### src/rtl/uart_rx.sv
// uart_rx: oversampling UART receiver, 8N1 by default, LSB first.
// The serial line goes through a two-flop synchronizer. A falling edge
// starts a frame. The start bit is re-checked at mid-bit, each data bit is
// sampled one bit period later, and the stop bit is checked at its middle.
// Received words are presented on a valid/ready output. rx_frame_err and
// rx_overrun are one-cycle pulses.
// Optional feature: define UART_RX_PARITY_EN to add an even-parity bit
// between the data bits and the stop bit, plus the rx_parity_err output.
module uart_rx #(
    parameter int clk_rate = 100000000,
    parameter int Baud     = 115200,
    parameter int Word_len = 8
) (
    input  logic                clk,
    input  logic                rst,
    input  logic                Uart_rx,
    output logic [Word_len-1:0] rx_data,
    output logic                rx_data_valid,
    input  logic                rx_data_ready,
    output logic                rx_frame_err,
`ifdef UART_RX_PARITY_EN
    output logic                rx_parity_err,
`endif
    output logic                rx_overrun
);

    localparam int Baud_div = clk_rate / Baud;
    localparam int CW       = $clog2(Baud_div) + 1;
    localparam int BW       = (Word_len > 1) ? $clog2(Word_len) : 1;

    // Terminal counts: half a bit for the start bit, a full bit elsewhere
    localparam logic [CW-1:0] half_lim = CW'(Baud_div / 2 - 1);
    localparam logic [CW-1:0] bit_lim  = CW'(Baud_div - 1);
    localparam logic [BW-1:0] last_bit = BW'(Word_len - 1);

`ifdef UART_RX_PARITY_EN
    localparam int SW = 3;
`else
    localparam int SW = 2;
`endif
    localparam logic [SW-1:0] IDLE   = SW'(0);
    localparam logic [SW-1:0] START  = SW'(1);
    localparam logic [SW-1:0] DATA   = SW'(2);
    localparam logic [SW-1:0] STOP   = SW'(3);
`ifdef UART_RX_PARITY_EN
    localparam logic [SW-1:0] PARITY = SW'(4);
`endif

    logic                sync1;
    logic                rx_s;
    logic                rx_s_d;
    logic [SW-1:0]       state;
    logic [CW-1:0]       baud_cnt;
    logic [BW-1:0]       bit_cnt;
    logic [Word_len-1:0] shift_reg;
`ifdef UART_RX_PARITY_EN
    logic                par_bit;
`endif

    logic fall_edge;
    logic start_tc;
    logic bit_tc;
    logic stop_done;
    logic out_free;
    logic parity_bad;

    // Event decode for the FSM and the output stage
    always_comb begin
        fall_edge = rx_s_d & ~rx_s;
        start_tc  = (baud_cnt == half_lim);
        bit_tc    = (baud_cnt == bit_lim);
        stop_done = (state == STOP) && bit_tc;
        // A load is allowed when the slot is empty or is being consumed this cycle
        out_free  = ~rx_data_valid | rx_data_ready;
`ifdef UART_RX_PARITY_EN
        parity_bad = ^{shift_reg, par_bit};
`else
        parity_bad = 1'b0;
`endif
    end

    // Two-flop synchronizer plus a delayed copy for falling-edge detection
    always_ff @(posedge clk) begin
        if (!rst) begin
            sync1  <= 1'b1;
            rx_s   <= 1'b1;
            rx_s_d <= 1'b1;
        end else begin
            sync1  <= Uart_rx;
            rx_s   <= sync1;
            rx_s_d <= rx_s;
        end
    end

    // Frame FSM: bit timing, data shifting and state sequencing
    always_ff @(posedge clk) begin
        if (!rst) begin
            state     <= IDLE;
            baud_cnt  <= {CW{1'b0}};
            bit_cnt   <= {BW{1'b0}};
            shift_reg <= {Word_len{1'b0}};
`ifdef UART_RX_PARITY_EN
            par_bit   <= 1'b0;
`endif
        end else begin
            case (state)
                IDLE: begin
                    baud_cnt <= {CW{1'b0}};
                    bit_cnt  <= {BW{1'b0}};
                    if (fall_edge) begin
                        state <= START;
                    end
                end
                START: begin
                    if (start_tc) begin
                        baud_cnt <= {CW{1'b0}};
                        // Line back high at mid start bit: treat it as a glitch
                        state    <= rx_s ? IDLE : DATA;
                    end else begin
                        baud_cnt <= baud_cnt + CW'(1);
                    end
                end
                DATA: begin
                    if (bit_tc) begin
                        baud_cnt  <= {CW{1'b0}};
                        shift_reg <= {rx_s, shift_reg[Word_len-1:1]};
                        if (bit_cnt == last_bit) begin
                            bit_cnt <= {BW{1'b0}};
`ifdef UART_RX_PARITY_EN
                            state   <= PARITY;
`else
                            state   <= STOP;
`endif
                        end else begin
                            bit_cnt <= bit_cnt + BW'(1);
                        end
                    end else begin
                        baud_cnt <= baud_cnt + CW'(1);
                    end
                end
`ifdef UART_RX_PARITY_EN
                PARITY: begin
                    if (bit_tc) begin
                        baud_cnt <= {CW{1'b0}};
                        par_bit  <= rx_s;
                        state    <= STOP;
                    end else begin
                        baud_cnt <= baud_cnt + CW'(1);
                    end
                end
`endif
                STOP: begin
                    if (bit_tc) begin
                        // Leave at mid stop bit so the next start edge is not missed
                        baud_cnt <= {CW{1'b0}};
                        state    <= IDLE;
                    end else begin
                        baud_cnt <= baud_cnt + CW'(1);
                    end
                end
                default: begin
                    state    <= IDLE;
                    baud_cnt <= {CW{1'b0}};
                    bit_cnt  <= {BW{1'b0}};
                end
            endcase
        end
    end

    // Output register, handshake and one-cycle error pulses
    always_ff @(posedge clk) begin
        if (!rst) begin
            rx_data       <= {Word_len{1'b0}};
            rx_data_valid <= 1'b0;
            rx_frame_err  <= 1'b0;
            rx_overrun    <= 1'b0;
`ifdef UART_RX_PARITY_EN
            rx_parity_err <= 1'b0;
`endif
        end else begin
            rx_frame_err <= 1'b0;
            rx_overrun   <= 1'b0;
`ifdef UART_RX_PARITY_EN
            rx_parity_err <= 1'b0;
`endif
            if (rx_data_valid && rx_data_ready) begin
                rx_data_valid <= 1'b0;
            end else begin
                rx_data_valid <= rx_data_valid;
            end
            if (stop_done) begin
                if (!rx_s) begin
                    rx_frame_err <= 1'b1;
                end else if (parity_bad) begin
`ifdef UART_RX_PARITY_EN
                    rx_parity_err <= 1'b1;
`endif
                end else if (out_free) begin
                    // This load overrides the clear when both happen together
                    rx_data       <= shift_reg;
                    rx_data_valid <= 1'b1;
                end else begin
                    rx_overrun <= 1'b1;
                end
            end
        end
    end

endmodule

### config.mk
export PLATFORM = sky130hd
export DESIGN_NAME = uart_rx
export DESIGN_NICKNAME = d
export VERILOG_FILES = /design/src/rtl/uart_rx.sv
export SDC_FILE = /design/constraint.sdc
export NUM_CORES = 1
export LEC_CHECK = 0
export BUFFER_PORTS_ARGS = -buffer_cell sky130_fd_sc_hd__buf_2
export CAP_MARGIN = 20
export CORE_MARGIN = 2
export CORE_UTILIZATION = 60
export DETAILED_ROUTE_END_ITERATION = 10
export PLACE_DENSITY_LB_ADDON = 0.15
export SETUP_SLACK_MARGIN = 0.3
export SLEW_MARGIN = 20
export SYNTH_ARGS = -nofsm -noshare
export SYNTH_HDL_FRONTEND = slang
export SYNTH_SLANG_ARGS = --single-unit
### constraint.sdc
create_clock -name clk -period 2.6 [get_ports clk]
set_input_delay 0.26 -clock clk [delete_from_list [all_inputs] [get_ports clk]]
set_output_delay 0.26 -clock clk [all_outputs]
set_load 0.01 [all_outputs]
# After elaboration in Yosys (flattened, before gate mapping)
# Cells that the tools add are included.
[totals]
regBits = 38
elab_cells = 58
output_inout_bits = 11
inputBits = 4
[op_classes]
muxes = 19
addsub = 2
n_eq_ne = 11
reduce_logical = 11
bitwise_logic = 4
[op_table]
columns = ["op", "n"]
rows = [
  ["$pmux W11 S3", 1],
  ["$mux W11", 2],
  ["$mux W2", 6],
  ["$add A11 B1 Y11 const B", 1],
  ["$eq A11 B10 Y1 const B", 1],
  ["$eq A11 B9 Y1 const B", 1],
  ["$ne A2 B2 Y1 const B", 5],
  ["$pmux W2 S4", 1],
  ["$mux W1", 6],
  ["$mux W3", 2],
  ["$pmux W3 S2", 1],
  ["$reduce_and A2 Y1", 3],
  ["$reduce_and A3 Y1", 2],
  ["$reduce_and A5 Y1", 1],
  ["$eq A2 B2 Y1 const B", 2],
  ["$add A3 B1 Y3 const B", 1],
  ["$eq A3 B3 Y1 const B", 1],
  ["$eq A2 B1 Y1 const B", 1],
  ["$logic_and A1 B1 Y1", 2],
  ["$logic_not A2 Y1", 1],
  ["$not A1 Y1", 2],
  ["$reduce_bool A2 Y1", 1],
  ["$reduce_or A2 Y1", 1],
  ["$and A1 B1 Y1", 1],
  ["$or A1 B1 Y1", 1],
]

# Depth between registers and ports, before layout
# Gate-level depths: netlist of the first run.
[logic_depth]
depth_word = 5
mapped_depth = 7
ltp_nobuf = 6

# Worst setup path before layout of the first run
# No wires, ideal clock.
[synth_path]
path_type = "reg-to-reg"
startpoint = "reg baud_cnt[2]"
endpoint = "reg bit_cnt[2]"
path_buffers = 1
setup_slack_ns = 0.964
stages_incl_launch_ff = 6
period_less_slack_ns = 1.636
setup_ns = 0.070
required_ns = 2.530
arrival_time_ns = 1.566
cell_sequence = "dfxtp_1 nor4b_4 and3_1 buf_2 mux2_2 a21oi_1"
[synth_via]
elab_chain_cells = 3
[synth_rtl]
columns = ["element", "line_no", "text"]
rows = [
  ["start: declaration", "53", "logic [CW-1:0] baud_cnt;"],
  ["start signal: assignment", "99", "baud_cnt <= {CW{1'b0}};"],
  ["start signal: assignment", "108", "baud_cnt <= {CW{1'b0}};"],
  ["start signal: assignment", "116", "baud_cnt <= {CW{1'b0}};"],
  ["$eq A11 B10 Y1", "71", "bit_tc = (baud_cnt == bit_lim);"],
  ["$ne A2 B2 Y1 (no source line)", "--", ""],
  ["$reduce_and A2 Y1 (no source line)", "--", ""],
  ["end signal: assignment", "100", "bit_cnt <= {BW{1'b0}};"],
  ["end signal: assignment", "109", "bit_cnt <= {BW{1'b0}};"],
  ["end signal: assignment", "128", "bit_cnt <= {BW{1'b0}};"],
  ["end: declaration", "54", "logic [BW-1:0] bit_cnt;"],
]
# Every way passes these cells.
# A chain may end at the register's enable or synchronous reset.

# Worst setup path after layout of the first run
[layout_path]
startpoint = "reg baud_cnt[2]"
endpoint = "reg baud_cnt[6]"
[layout_via]
elab_chain_cells = 3
word_cells_on_any_way = 6
classes_between = "add/sub (1); eq/ne (2); mux (3)"
[layout_rtl]
columns = ["element", "line_no", "text"]
rows = [
  ["$add A11 B1 Y11, or another cell as far along", "120, 138, 158", ""],
  ["$mux W11, on equally long branches", "124, 153, 115", ""],
  ["$pmux W11 S3 *", "106", "case (state)"],
]
# Mark *: on every way between the ends. The rest lies on a longest branch, timed or not.

==> impl_metrics.ini, run 1 <==
[setup_path]
r2r_start = baud_cnt[2]$_SDFF_PN0_
r2r_cells = 4
cp_cell_sequence = nor4b_4 -> and3_1 -> a2bb2oi_2 -> nor2_1
cp_top_family = simple AND/OR/NAND/NOR gates
cp-end-kind = flip-flop
crit_slowest_cell = nor4b_4
crit_path_start = baud_cnt[2]$_SDFF_PN0_
endpoint = baud_cnt[6]$_SDFF_PN0_
slowest_delay_ps = 510
critPathKind = flip-flop to flip-flop
cp.depth = 4
critPathBufInv = 0
crit_fanout = 11
cp-start-kind = flip-flop
crit_arrival_ps = 2120
worstPathRequired_ps = 2820
r2r_end = baud_cnt[6]$_SDFF_PN0_
reg2reg_slack_ps = 700

[power]
p_leak_nw = 0.634
intPower_mw = 0.721
power_mw = 0.925
p_seq_share_pct = 63.7
pwr-share-clk_pct = 34.2
switching_share_pct = 22.0
peakVddDrop_v = 0.000442
power_frac_comb_pct = 2.1
power_density_nw_per_um2 = 529
p_switching_mw = 0.203

[grt]
grtUsageTotal_pct = 19.2
grt_pass1_vias = 1109
grt_max_degree = 26
grt_pass1_wl_um = 4750
grt-ovfl-total = 0
antenna_found_initial = 0

[clock_network]
cts_root_buf = clkbuf_4
htreeDepth = 2
clk_path_buf_depth = 2
cts-buffers-inserted = 5
cts_hold_buf = 0
cts_tree = done
clock_latency_ps = 340
cts_setup_buffers = 0
cts.sinks = 38
clk_pin_slew_ps = 110
cts_resized = 0

[floorplan]
num_rows = 18
initial_core_util_pct = 64.3
ios = 15
dieHeight_um = 55.8
core-area_um2 = 2500
dieArea_um2 = 3110
die_w_um = 55.8

[synthesis]
synth_cells = 167
synth-seq-cells = 38
syn-num-nets = 175
ys_types = 36
synth_top_family_by_area = simple AND/OR/NAND/NOR gates
synth_area_per_cell_um2 = 9.63
synth_compound_area_share_pct = 4.75
synth-xor-area-share_pct = 4.90
synthMuxAreaShare_pct = 10.7
yosysSeqAreaShare_pct = 47.3
ys_warn_count = 0
synthSimpleGateAreaFrac_pct = 26.1
yosys.area_share.adder_pct = 3.11
syn_area_um2 = 1610

[sta]
finalSetupTns_ps = 0
rsz0062_at_grt = false
worstMarginPinSlew_ps = 537
clock-skew-final_ps = 13.5
slew_headroom_pct = 64.1
fin_crit_sh_pct = 73.2
period_minus_slack_ps = 1900
hold_viol = 0
setup_viol = 0
fmax_mhz = 526
drv_slew = 0

[placement]
gp_congestion = 0.816
port_buffers = 14
dp_hpwl_um = 1910

[route]
ant_nets = 0
wirelength_um = 2620
num_vias = 1183
drc = 0
viasPerCell = 5.58
wl_per_cell_um = 12.4
drt_iter0_markers = 28
drt_first_pass_iters = 4

[final_layout]
nNetsFinal = 189
drive_above_1_share_pct = 15.9
diodes = 0
largest_register_ff_count = 11
fillCellCount = 201
area_delta_synth_final_pct = 8.64

[worst_hold_path]
hp-class = input port to flip-flop

[run_status]
status = complete, no violations

[run]
maxCapViolations = 0
[logic make-up (layout without fill, tap and decap cells)]
logic type / after synthesis / in the layout
AO/OA/AOI/OAI: 10 / 10
XOR/XNOR: 9 / 9
adder cells (fa/ha/maj): 4 / 4
buffers and inverters: 12 / 27
flip-flops: 38 / 38
multiplexers: 17 / 17
AND/OR/NAND/NOR: 77 / 77
[layout by cell type, fill, tap and decap left out, types with 2 or more instances in the layout]
cell / n
nand2b_1: 3
nor3_1: 2
dfxtp_1: 38
and3_1: 3
nand3_1: 8
inv_1: 5
mux2i_1: 16
ha_1: 4
a31oi_1: 3
buf_2: 14
nand2_1: 29
nor2_1: 16
nand4_1: 5
xor2_1: 4
clkbuf_4: 5
xnor2_1: 5
[metal layers]
layer  share of wire, %  GRT usage (%)  routed length [um]
met1                 46           22.0                1210
met2                 48           33.0                1270
met3                4.3           6.51                 112
met4                1.1           7.32                  29
met5                  0              0                   0
[through the flow]
stage	cell area (um2)	hold WS, ps	utilization [%]	instances	setup WS, ps
after detailed placement	1680	399	67.3	204	693
after CTS	1750	73.0	69.9	212	679
final	1750	86.5	69.9	212	698
after global routing	1750	79.4	69.9	212	527
after floorplan	1610	333	-	167	964
after global placement	1680	397	67.3	204	825
[synthesized netlist by cell type]
cell | n | area (um2)
nor4b_1 | 1 | 8.76
nand2_1 | 29 | 109
nor2_1 | 16 | 60.1
and3_1 | 3 | 18.8
nor4_1 | 1 | 6.26
o32ai_1 | 1 | 8.76
and2_1 | 1 | 6.26
mux2_2 | 1 | 11.3
buf_4 | 1 | 7.51
dfxtp_1 | 38 | 761
nor3_4 | 1 | 16.3
a21o_1 | 1 | 7.51
nor4b_4 | 1 | 23.8
a21oi_1 | 1 | 5.00
clkbuf_1 | 4 | 15.0
a311oi_1 | 1 | 8.76
nand4_4 | 1 | 21.3
o21a_1 | 1 | 7.51
nor4bb_1 | 1 | 10.0
nand2b_1 | 3 | 18.8
nor3_1 | 2 | 10.0
inv_1 | 5 | 18.8
nor2b_1 | 1 | 6.26
mux2i_1 | 16 | 160
buf_2 | 2 | 10.0
nand3_1 | 8 | 40.0
a31oi_1 | 3 | 18.8
xor2_1 | 4 | 35.0
nand4_1 | 5 | 31.3
ha_1 | 4 | 50.1
nor2_4 | 1 | 11.3
and4bb_2 | 1 | 12.5
and4_1 | 1 | 8.76
a2bb2oi_2 | 1 | 15.0
xnor2_1 | 5 | 43.8
o21ai_0 | 1 | 5.00
[power groups by stage]
stage	Clock, mW	Sequential (mW)	Combinational [mW]
4_1_cts	0.328	0.589	0.0192
5_1_grt	0.346	0.590	0.0220
3_5_place_dp	0	0.603	0.0191
2_1_floorplan	0	0.600	0.0163
3_3_place_gp	0	0.602	0.0186
6_report	0.316	0.589	0.0191
[layout make-up]
class | instances | area, um2 | area share, %
sequential | 38 | 761 | 43.6
clock buffer | 6 | 51.3 | 2.94
tap | 30 | 37.5 | 2.15
inverter | 5 | 18.8 | 1.07
clock inverter | 2 | 12.5 | 0.716
timing repair buffer | 14 | 70.1 | 4.01
multi-input combinational | 117 | 796 | 45.6
[worst min-delay path by stage]
| stage | cells past startpoint | to | slack [ps] | start |
|---|---|---|---|---|
| final | 2 | sync1$_SDFF_PN1_ | 90 | Uart_rx |
| after CTS | 2 | sync1$_SDFF_PN1_ | 70 | Uart_rx |
| after detailed placement | 1 | rx_s$_SDFF_PN1_ | 400 | sync1$_SDFF_PN1_ |
| after global placement | 1 | rx_s$_SDFF_PN1_ | 400 | sync1$_SDFF_PN1_ |
| after floorplan | 1 | rx_s$_SDFF_PN1_ | 330 | rst |
| after global routing | 2 | sync1$_SDFF_PN1_ | 80 | Uart_rx |
Power figures use the tool's default switching activity.
==> run 2, diff against run 1 <==
--- a/config.mk
+++ b/config.mk
@@ -8,7 +8,7 @@
 export BUFFER_PORTS_ARGS = -buffer_cell sky130_fd_sc_hd__buf_2
 export CAP_MARGIN = 20
 export CORE_MARGIN = 2
-export CORE_UTILIZATION = 60
+export CORE_UTILIZATION = 51
 export DETAILED_ROUTE_END_ITERATION = 10
 export PLACE_DENSITY_LB_ADDON = 0.15
 export SETUP_SLACK_MARGIN = 0.3
==> constraint.sdc (replaced) <==
create_clock -name clk -period 1.6 [get_ports clk]
set_input_delay 0.16 -clock clk [delete_from_list [all_inputs] [get_ports clk]]
set_output_delay 0.16 -clock clk [all_outputs]
set_load 0.01 [all_outputs]
==> run 2 against run 1 <==
  * Fmax up 24%
  * Register-to-register slack worse by 640 ps
  * Sequential power rose by 62%
  * Hold slack gained 60 ps
  * Flip-flop and latch count did not move
  * Critical endpoint is now rx_data[1]$_SDFFE_PN0P_
  * Count of clock-buffer cells in the layout stayed put
  * Combinational power grew to 2.5 times the previous value
  * Power rose by 66%
  * Cell count increased by 18%
  * Clock skew decreased by 7.9 ps
  * Highest routed layer unchanged
  * Largest power group unchanged
  * Setup slack got worse by 640 ps
  * Global-route usage down 0.60 points
==> impl_metrics.ini, run 2 (synthesis gave the netlist of run 1 again) <==
[sta]
drv_slew = 0
fmax_mhz = 650
fin_crit_sh_pct = 96.1
worst_slack_ps = 62.6
worstMarginPinSlew_ps = 337
finalSetupTns_ps = 0
clock-skew-final_ps = 5.61
hold_viol = 0
setup_viol = 0
slew_headroom_pct = 77.5
period_minus_slack_ps = 1540
rsz0062_at_grt = true

[clock_network]
clk_path_buf_depth = 2
cts_tree = done
htreeDepth = 2
cts.sinks = 38
cts-buffers-inserted = 5
clock_latency_ps = 350
cts_root_buf = clkbuf_4
clk_pin_slew_ps = 110

[setup_path]
critPathKind = flip-flop to flip-flop
slowest_delay_ps = 410
cp_cell_sequence = and4bb_4 -> nand4_4 -> nor3_4 -> buf_12 -> mux2i_1
r2r_start = baud_cnt[7]$_SDFF_PN0_
crit_arrival_ps = 1820
cp-end-kind = flip-flop
reg2reg_slack_ps = 60
cp-start-kind = flip-flop
crit_slowest_cell = and4bb_4
worstPathRequired_ps = 1880
crit_fanout = 8
r2r_end = rx_data[1]$_SDFFE_PN0P_
r2r_cells = 5

[placement]
gp_congestion = 0.773
port_buffers = 14
place_ws_ps = -7.74
dp_hpwl_um = 2160
placed_cell_area_um2 = 1880
place_inst = 237

[grt]
grt_pass1_vias = 1227
grtUsageTotal_pct = 18.6
grt_max_degree = 23
grt_pass1_wl_um = 4970
grt-ovfl-total = 0
antenna_found_initial = 0

[final_layout]
drive_above_1_share_pct = 32.0
final_area_um2 = 2050
post-route-util_pct = 67.8
layout_common_cells = dfxtp_1, nand2_1, buf_4, mux2i_1
area_delta_synth_final_pct = 27.7
diodes = 0
largest_register_ff_count = 11
stdcell_count = 250
nNetsFinal = 213
mostFrequentLayoutCell = dfxtp_1

[power]
peakVddDrop_v = 0.000647
power_density_nw_per_um2 = 747
p_leak_nw = 0.773

[floorplan]
initial_core_util_pct = 53.1
num_rows = 20
core-area_um2 = 3030
die_w_um = 60.1
dieArea_um2 = 3620
dieHeight_um = 60.1
ios = 15

[route]
viasPerCell = 5.15
ant_nets = 0
wl_per_cell_um = 12.7
num_vias = 1287
wirelength_um = 3180
drc = 0
drt_iter0_markers = 49
drt_first_pass_iters = 4

[run_status]
status = complete, no violations

[worst_hold_path]
hp-class = input port to flip-flop
whs_path_depth = 3
worstHoldStart = rst

[run]
maxCapViolations = 0
## run 2: cell count changes in the layout (fill, tap and decap cells not counted), sizes merged
cell	previous run	this run
dlygate4sd3	0	1
buf	14	37
## run 2: cell type report
type / count / area (um2)
clock buffer: 6 / 51.3
timing repair buffer: 38 / 285
clock inverter: 2 / 12.5
multi-input combinational: 117 / 865
sequential: 38 / 766
fill: 249 / 975
inverter: 5 / 18.8
tap: 44 / 55.1
## run 2: metal layers
| metal | GRT usage, % | wire [um] | vias up |
|---|---|---|---|
| met2 | 31.5 | 1620 | 21 |
| li1 | - | - | 647 |
| met3 | 5.19 | 99 | 7 |
| met5 | 0 | 0 | - |
| met4 | 9.52 | 57 | 0 |
| met1 | 21.2 | 1400 | 612 |
## run 2: worst max-delay path: cells and delay by family (launching register included)
family / cells / cell delay (ps)
mux: 1 / 190
simple gates: 3 / 730
flops: 1 / 370
buf+inv: 1 / 170
## run 2: power by group
part | internal [mW] | switching, mW | total, mW
sequential | 0.951 | 0.00552 | 0.956
clock | 0.211 | 0.317 | 0.528
combinational | 0.0204 | 0.0279 | 0.0483
total | 1.18 | 0.351 | 1.53
## run 2: worst max-delay path by stage
stage	start	to	slack (ps)	cells past startpoint
final	baud_cnt[7]$_SDFF_PN0_	rx_data[1]$_SDFFE_PN0P_	60	5
after global routing	baud_cnt[3]$_SDFF_PN0_	rx_data[1]$_SDFFE_PN0P_	-30	6
after CTS	baud_cnt[3]$_SDFF_PN0_	rx_data[1]$_SDFFE_PN0P_	90	6
after detailed placement	baud_cnt[10]$_SDFF_PN0_	baud_cnt[2]$_SDFF_PN0_	-8	5
after global placement	baud_cnt[10]$_SDFF_PN0_	bit_cnt[2]$_SDFFE_PN0P_	20	4
after floorplan	baud_cnt[10]$_SDFF_PN0_	bit_cnt[2]$_SDFFE_PN0P_	60	5
## run 2: what timing repair did
item                                    4_1_cts  5_1_grt
hold endpoints to repair                      1        0
gates resized for setup                       8        9
hold buffers                                  1        0
endpoints found under the setup margin       33       35
setup buffers                                 2        2
pin swaps                                     5        3
## run 2: metrics by stage
stage / total power [mW] / hold slack, ps
after floorplan: 1.00 / 233
after global placement: 1.02 / 352
after detailed placement: 1.02 / 354
after CTS: 1.54 / 103
after global routing: 1.59 / 141
final: 1.53 / 146
==> run 3, diff against run 2 <==
--- a/config.mk
+++ b/config.mk
@@ -11,7 +11,6 @@
 export CORE_UTILIZATION = 51
 export DETAILED_ROUTE_END_ITERATION = 10
 export PLACE_DENSITY_LB_ADDON = 0.15
-export SETUP_SLACK_MARGIN = 0.3
 export SLEW_MARGIN = 20
 export SYNTH_ARGS = -nofsm -noshare
 export SYNTH_HDL_FRONTEND = slang
==> run 3 against run 2 <==
  * Via count decreased by 2.8%
  * First-iteration DRC count decreased by 12%
  * Flip-flop and latch count unchanged
  * Critical path type unchanged
==> impl_metrics.ini, run 3 (synthesis gave the netlist of run 1 again) <==
[route]
ant_nets = 0
drt_iter0_markers = 43
viasPerCell = 5.11
wirelength_um = 3070
wl_per_cell_um = 12.5
drc = 0
num_vias = 1251
drt_first_pass_iters = 4

[final_layout]
drive_above_1_share_pct = 27.9
diodes = 0
stdcell_count = 245
final_area_um2 = 2030
post-route-util_pct = 67.0
mostFrequentLayoutCell = dfxtp_1
fillCellCount = 258
largest_register_ff_count = 11
area_delta_synth_final_pct = 26.2
nNetsFinal = 208
layout_common_cells = dfxtp_1, nand2_1, nor2_1, mux2i_1

[grt]
grt_use_met1_pct = 22.2
grt-ovfl-total = 0
grt_pass1_vias = 1271
grt_max_degree = 23
gr-usage-met2_pct = 34.6
use_met3_pct = 5.84
antenna_found_initial = 0
grt_pass1_wl_um = 5260
grtUsageTotal_pct = 19.7
busiest_layer = met2

[clock_network]
clk_path_buf_depth = 2
cts_root_buf = clkbuf_4
clock_latency_ps = 350
cts.sinks = 38
cts-buffers-inserted = 5
clk_pin_slew_ps = 120
cts_setup_buffers = 0
cts_tree = done
htreeDepth = 2

[worst_hold_path]
worstHoldStart = rst
hp-class = input port to flip-flop
whs_path_depth = 3

[setup_path]
crit_fanout = 11
critPathBufInv = 2
crit_slowest_cell = dfxtp_2
crit_arrival_ps = 1750
r2r_cells = 6
slowest_delay_ps = 360
cp_cell_sequence = nor4b_4 -> buf_6 -> and3_4 -> a2bb2oi_2 -> buf_12 -> nor2_1
cp-end-kind = flip-flop
cp_top_family = simple AND/OR/NAND/NOR gates
critPathKind = flip-flop to flip-flop
reg2reg_slack_ps = 100
r2r_end = baud_cnt[6]$_SDFF_PN0_
r2r_start = baud_cnt[10]$_SDFF_PN0_
cp-start-kind = flip-flop
worstPathRequired_ps = 1850

[sta]
worstMarginPinSlew_ps = 315
drv_slew = 0
fin_crit_sh_pct = 93.9
period_minus_slack_ps = 1500
slew_headroom_pct = 78.8
finalSetupTns_ps = 0
rsz0062_at_grt = false
setup_viol = 0
clock-skew-final_ps = 8.47
hold_viol = 0
fmax_mhz = 666

[floorplan]
initial_core_util_pct = 53.1
dieArea_um2 = 3620
dieHeight_um = 60.1
num_rows = 20
core-area_um2 = 3030
die_w_um = 60.1
ios = 15

[power]
power_density_nw_per_um2 = 900
peakVddDrop_v = 0.000437
p_leak_nw = 0.771
power_mw = 1.83

[placement]
dp_hpwl_um = 2200
placed_cell_area_um2 = 1880
port_buffers = 14
place_inst = 236
gp_congestion = 0.763

[run_status]
status = complete, no violations

[run]
maxCapViolations = 0
run 3: final cells by class:
cell class | count | area [um2] | share of cell area [%]
well taps | 44 | 55.1 | 2.71
repair buffers | 33 | 256 | 12.6
flip-flops and latches | 38 | 768 | 37.9
inverters | 5 | 18.8 | 0.925
clock buffers | 5 | 37.5 | 1.85
multi-input cells | 117 | 825 | 40.6
clock inverters | 3 | 68.8 | 3.39
run 3: worst max-delay path by stage:
stage	start	endpoint	slack, ps	cells after the start
floorplan	baud_cnt[10]$_SDFF_PN0_	bit_cnt[2]$_SDFFE_PN0P_	20	5
detailed placement	baud_cnt[0]$_SDFF_PN0_	baud_cnt[8]$_SDFF_PN0_	-20	6
global placement	baud_cnt[0]$_SDFF_PN0_	bit_cnt[2]$_SDFFE_PN0P_	50	5
CTS	baud_cnt[0]$_SDFF_PN0_	baud_cnt[10]$_SDFF_PN0_	30	6
global route	baud_cnt[10]$_SDFF_PN0_	rx_data[2]$_SDFFE_PN0P_	10	6
finish	baud_cnt[10]$_SDFF_PN0_	baud_cnt[6]$_SDFF_PN0_	100	6
run 3: where the power goes:
part,internal [mW],switching (mW)
Combinational,0.0210,0.0267
Sequential,0.951,0.00349
Clock,0.489,0.336
run 3: repair_timing:
action | 4_1_cts | 5_1_grt
gates resized for setup | 2 | 9
setup endpoints to repair | 13 | 16
hold endpoints to repair | 1 | 0
hold buffers | 1 | 0
pin swaps | 0 | 1
run 3: tightest hold or removal path, cell delays in order:
cell     delay, ps
buf_2          120
nand2_1         60
o32ai_1         70
run 3: layer usage:
metal,vias up,wire length [um]
met5,-,0
met4,0,48
met3,6,95
met2,16,1600
met1,593,1330
li1,636,-
run 3: per-stage QoR:
stage	setup WS, ps	hold slack [ps]
2_1_floorplan	20.3	233
3_3_place_gp	54.9	339
3_5_place_dp	-21.8	348
4_1_cts	29.8	86.3
5_1_grt	12.1	116
6_report	98.3	112
